## src/rtl/jp_multi.sv

```systemverilog
// rtl/jp_multi.sv - multi-pad serial joypad scanner with CPU strobe/read port
module jp_multi #(
  parameter int          N_PADS   = 2,
  parameter int          N_BITS   = 8,
  parameter int          HALF     = 16,
  parameter int          GAP      = 256,
  parameter logic [15:0] MMR_BASE = 16'h4016
) (
  input  logic                       clk,
  input  logic                       rst,
  input  logic                       wr,
  input  logic [15:0]                addr,
  input  logic [7:0]                 din,
  input  logic [N_PADS-1:0]          jp_data,
  output logic                       jp_clk,
  output logic                       jp_latch,
  output logic [7:0]                 dout,
  output logic                       scan_done,
  output logic [N_PADS*N_BITS-1:0]   pad_state
);
  localparam int CMAX = (GAP > HALF) ? GAP : HALF;
  localparam int CW   = $clog2(CMAX + 1);
  localparam int IW   = $clog2(N_BITS);
  localparam int PW   = (N_PADS > 1) ? $clog2(N_PADS) : 1;

  typedef enum logic [2:0] {S_GAP, S_LATCH, S_LO, S_HI, S_DONE} state_t;

  state_t            state, state_n;
  logic [CW-1:0]     cnt, cnt_n;
  logic [IW-1:0]     idx, idx_n;
  logic              sample;
  logic              commit;
  logic [N_BITS-1:0] work [N_PADS];

  logic [15:0]       prev_addr;
  logic [15:0]       offset;
  logic [PW-1:0]     pad_sel;
  logic              in_range;
  logic              access;
  logic              wr_strobe;
  logic              rd_shift;
  logic              strobe;
  logic              strobe_fall;
  logic [N_BITS-1:0] shift_r [N_PADS];
  logic              unused_din;

  assign commit     = (state == S_DONE);
  assign unused_din = ^din[7:1];

  // Scan sequencer: phase counter per half-period, bit index across LO/HI pairs
  always_comb begin
    state_n = state;
    cnt_n   = cnt + CW'(1);
    idx_n   = idx;
    sample  = 1'b0;
    case (state)
      S_GAP: if (cnt == CW'(GAP - 1)) begin
        state_n = S_LATCH;
        cnt_n   = '0;
      end
      S_LATCH: if (cnt == CW'(HALF - 1)) begin
        state_n = S_LO;
        cnt_n   = '0;
        idx_n   = '0;
      end
      S_LO: if (cnt == CW'(HALF - 1)) begin
        sample = 1'b1;
        cnt_n  = '0;
        if (idx == IW'(N_BITS - 1)) begin
          state_n = S_DONE;
        end else begin
          idx_n   = idx + IW'(1);
          state_n = S_HI;
        end
      end
      S_HI: if (cnt == CW'(HALF - 1)) begin
        state_n = S_LO;
        cnt_n   = '0;
      end
      S_DONE: begin
        state_n = S_GAP;
        cnt_n   = '0;
      end
      default: begin
        state_n = S_GAP;
        cnt_n   = '0;
      end
    endcase
  end

  // Scan state, pad outputs decoded from next state so they are true flops, atomic commit
  always_ff @(posedge clk or posedge rst) begin
    if (rst) begin
      state     <= S_GAP;
      cnt       <= '0;
      idx       <= '0;
      jp_clk    <= 1'b0;
      jp_latch  <= 1'b0;
      scan_done <= 1'b0;
      pad_state <= '0;
      for (int i = 0; i < N_PADS; i++) work[i] <= '0;
    end else begin
      state     <= state_n;
      cnt       <= cnt_n;
      idx       <= idx_n;
      jp_latch  <= (state_n == S_LATCH);
      jp_clk    <= (state_n == S_HI);
      scan_done <= commit;
      for (int i = 0; i < N_PADS; i++) begin
        if (sample) work[i][idx] <= ~jp_data[i];
        if (commit) pad_state[i*N_BITS +: N_BITS] <= work[i];
      end
    end
  end

  // Address decode: an access is a fresh in-range address, repeats are ignored
  always_comb begin
    offset      = addr - MMR_BASE;
    pad_sel     = offset[PW-1:0];
    in_range    = (offset < 16'(N_PADS));
    access      = in_range && (addr != prev_addr);
    wr_strobe   = access && wr && (addr == MMR_BASE);
    rd_shift    = access && !wr && !strobe;
    strobe_fall = wr_strobe && strobe && !din[0];
  end

  // Strobe and per-pad read shift registers; a falling strobe loads the newest snapshot
  always_ff @(posedge clk or posedge rst) begin
    if (rst) begin
      prev_addr <= '0;
      strobe    <= 1'b0;
      for (int i = 0; i < N_PADS; i++) shift_r[i] <= '0;
    end else begin
      prev_addr <= addr;
      if (wr_strobe) strobe <= din[0];
      for (int i = 0; i < N_PADS; i++) begin
        if (strobe_fall)
          shift_r[i] <= commit ? work[i] : pad_state[i*N_BITS +: N_BITS];
        else if (rd_shift && pad_sel == PW'(i))
          shift_r[i] <= {1'b1, shift_r[i][N_BITS-1:1]};
      end
    end
  end

  // Read data: live button A while strobed, otherwise the shift register head
  always_comb begin
    dout = 8'h00;
    for (int i = 0; i < N_PADS; i++) begin
      if (in_range && !wr && pad_sel == PW'(i))
        dout[0] = strobe ? pad_state[i*N_BITS] : shift_r[i][0];
    end
  end
endmodule

```

## config.mk

```make
export PLATFORM = sky130hd
export DESIGN_NAME = jp_multi
export DESIGN_NICKNAME = d
export VERILOG_FILES = /design/src/rtl/jp_multi.sv
export SDC_FILE = /design/constraint.sdc
export NUM_CORES = 1
export LEC_CHECK = 0
export BUFFER_PORTS_ARGS = -buffer_cell sky130_fd_sc_hd__buf_2
export CAP_MARGIN = 20
export CORE_UTILIZATION = 35
export DETAILED_ROUTE_END_ITERATION = 10
export PLACE_DENSITY = 0.51
export SLEW_MARGIN = 5
export SYNTH_ARGS = -nofsm -noshare
export SYNTH_HDL_FRONTEND = slang
export SYNTH_SLANG_ARGS = --single-unit
```

## constraint.sdc

```tcl
create_clock -name clk -period 2.9 [get_ports clk]
set_clock_uncertainty 0.1 [all_clocks]
set_input_delay 0.145 -clock clk [delete_from_list [all_inputs] [get_ports clk]]
set_output_delay 0.145 -clock clk [all_outputs]
set_load 0.005 [all_outputs]
```

==> impl_metrics.toml <==
[synthesis]
ys_types = 53
postSynth.asyncResetShare_pct = 100
avgSynthCellArea_um2 = 10.6
synth-seq-cells = 83
seq_area_frac_synth_pct = 53.5
synth_edf_count = 0
synthFlopType = "dfrtp_1"
netlist_area_mm2 = 0.00388
syn_inst = 367
yosysWarnings = 0

[run_status]
status = "finished, final reports clean"

[sta]
finalCriticalPeriod_ns = 2.80
setup_viol = 0
period_share_pct = 96.5
finalHoldViolCount = 0
rsz0062_at_grt = "false"
clock.fmax_mhz = 357
relSlewSlack_pct = 64.5
slew_violations = 0
tightest_slew_ns = 0.531
tns_ns = 0

[drt]
dr.first_iter.drc_count = 115
drc = 0
first_pass_iters = 4
avgViaCountPerCell = 5.00
vias = 2900
drt_wl_total_mm = 8.65
ant_nets = 0
wl_per_cell_um = 14.9

[pwr]
p_leak_nw = 2.16
p_switching_mw = 0.499
p_clk_share_pct = 38.9
p_int_mw = 1.64
power_frac_comb_pct = 6.4
ir_drop_uv = 195
seqPwrFrac_pct = 54.7
pwr_density_cell_mw_per_mm2 = 458
sw_frac_of_total_pct = 23.3

[floorplanning]
die-area_mm2 = 0.0115
initial_core_util_pct = 35.8
die_w_um = 107
ios = 56
core_area_mm2 = 0.0108
rows = 38
dieHeight_um = 107

[place]
dp.cells = 544
portBuffers = 41
gp_congestion = 0.773
dp_hpwl_mm = 5.85

[global_route]
antenna_found_initial = 0
grt_pass1_wl_mm = 14.3
grt_use_total_pct = 16.3
grt_overflow_total = 0
grt_pass1_vias = 2918
grt_max_degree = 84

[cts]
cts_tree = "done"
clk_pin_slew_ns = 0.08
clk_latency_ns = 0.36
cts_max_path_buffers = 2
htreeDepth = 3
cts_setup_buffers = 0
cts_root_buffer = "clkbuf_8"
cts.sinks = 83
numCtsBuffers = 9

[setup_path]
required_ns = 3.05
cpMaxStageDelayCell = "or4_4"
worstPathMaxFanout = 7
crit_arrival_ns = 2.95
path_class = "input port to flip-flop"
path_cells = "dlygate4sd3_1, buf_2, or4b_1, or3_4, or4_4, or3_4, o21ai_1, a21oi_1"
end_kind = "flip-flop"
startpoint_type = "input port"
cpPeakStageDelay_ns = 0.56
cp_common_cell = "or3_4"

[finish]
area_growth_pct = 20.7
fin_nets = 470
antennaDiodeCount = 0
drive_above_1_share_pct = 22.7
layout.cells.non_filler = 580

[run]
maxCapViolCount = 0

[hold_path]
hold_class = "input port to async pin"
per-layer routing:
metal / GRT usage, % / vias to the layer above / part of all wire, %
met5: 0 / - / 0
met4: 7.05 / 0 / 2.0
met3: 3.21 / 13 / 2.6
met2: 25.5 / 41 / 46
met1: 22.0 / 1410 / 49
li1: - / 1436 / -
cell families after synthesis:
logic type      count (synthesis)  synth area share, %
flops                          83                 53.5
compound gates                 84                 13.3
mux                            19                 5.77
other cells                     1               0.0967
xor+xnor                       24                 5.42
fa+ha+maj                       6                 1.93
simple gates                  121                 16.1
buf+inv                        29                 3.90
worst max-delay path: cells and delay by family:
family                 cells  cell delay [ns]
AO/OA/AOI/OAI              2             0.25
AND/OR/NAND/NOR            4             1.86
buffers and inverters      2             0.69
cell usage in the layout (no fill, tap or decap), drive strengths merged, types with 11 or more instances in the layout:
cell type    synthesis  routed
a21oi               19      19
buf                 14      51
clkbuf               6      11
dfrtp               83      83
dlygate4sd3          0      20
mux2                17      17
nand2               34      34
nor2                34      34
o21ai               36      36
xnor2               20      20
power groups by stage:
stage	Combinational (mW)	Clock (mW)	Sequential, mW
CTS	0.135	0.869	1.17
finish	0.136	0.835	1.17
global route	0.153	0.911	1.17
floorplan	0.0723	0	1.20
global placement	0.113	0	1.20
detailed placement	0.114	0	1.20
final cells by class:
cell class              instances  area, um^2
multi-input cells             261        1710
flip-flops and latches         83        2080
clock buffers                  11         141
inverters                       9        35.0
well taps                     140         175
repair buffers                 71         497
clock inverters                 5        52.6
fillers                      1052        6160
metrics by stage:
step | setup slack (ns) | hold WS, ns | area, um^2 | total power, mW | utilization [%]
CTS | 0.0296 | 0.263 | 4650 | 2.18 | 42.9
floorplan | 0.518 | 0.0764 | 3900 | 1.27 | -
global route | 0.0194 | 0.312 | 4680 | 2.24 | 43.2
finish | 0.101 | 0.264 | 4680 | 2.14 | 43.2
detailed placement | 0.236 | 0.171 | 4250 | 1.31 | 39.2
global placement | 0.285 | 0.170 | 4250 | 1.31 | 39.2
sequential cells by signal (all words and copies together), names as in the netlist:
register / flops
cnt: 9
strobe: 1
scan_done: 1
shift_r: 16
prev_addr: 16
jp_latch: 1
idx: 3
state: 3
pad_state: 16
work: 16
jp_clk: 1
what timing repair did:
| item | in CTS | in global routing |
|---|---|---|
| hold buffers | 20 | 0 |
| hold endpoints to repair | 116 | 0 |
| resized for setup | 0 | 7 |
| setup endpoints to repair | 0 | 14 |
cells in the mapped netlist (all sizes together) (4+ instances only):
cell	count	area (um^2)
o21ai	36	180
mux2	17	191
a21oi	19	95.1
ha	6	75.1
nand3	8	40.0
nor3	7	46.3
nand4	7	43.8
dfrtp	83	2080
clkbuf	6	22.5
nor2b	4	25.0
a41oi	7	61.3
or3	4	30.0
inv	9	33.8
xor2	4	35.0
nand2	34	128
xnor2	20	175
and3	4	25.0
a31oi	8	50.1
buf	14	95.1
nor2	34	130
or4	5	45.0
worst paths after layout:
check	cells past startpoint	end	slack [ns]	startpoint
hold reg to reg	1	cnt[0]$_DFF_PP0_	0.38	cnt[0]$_DFF_PP0_
hold / removal	4	cnt[5]$_DFF_PP0_	0.26	rst
setup reg to reg	12	jp_clk$_DFF_PP0_	0.54	cnt[0]$_DFF_PP0_
max in group asynchronous	4	cnt[8]$_DFF_PP0_	2.03	rst
min in group clk	5	strobe$_DFFE_PP0P_	0.28	wr
setup / recovery	8	shift_r[4]$_DFFE_PP0P_	0.10	addr[9]
Power figures use the tool's default switching activity.
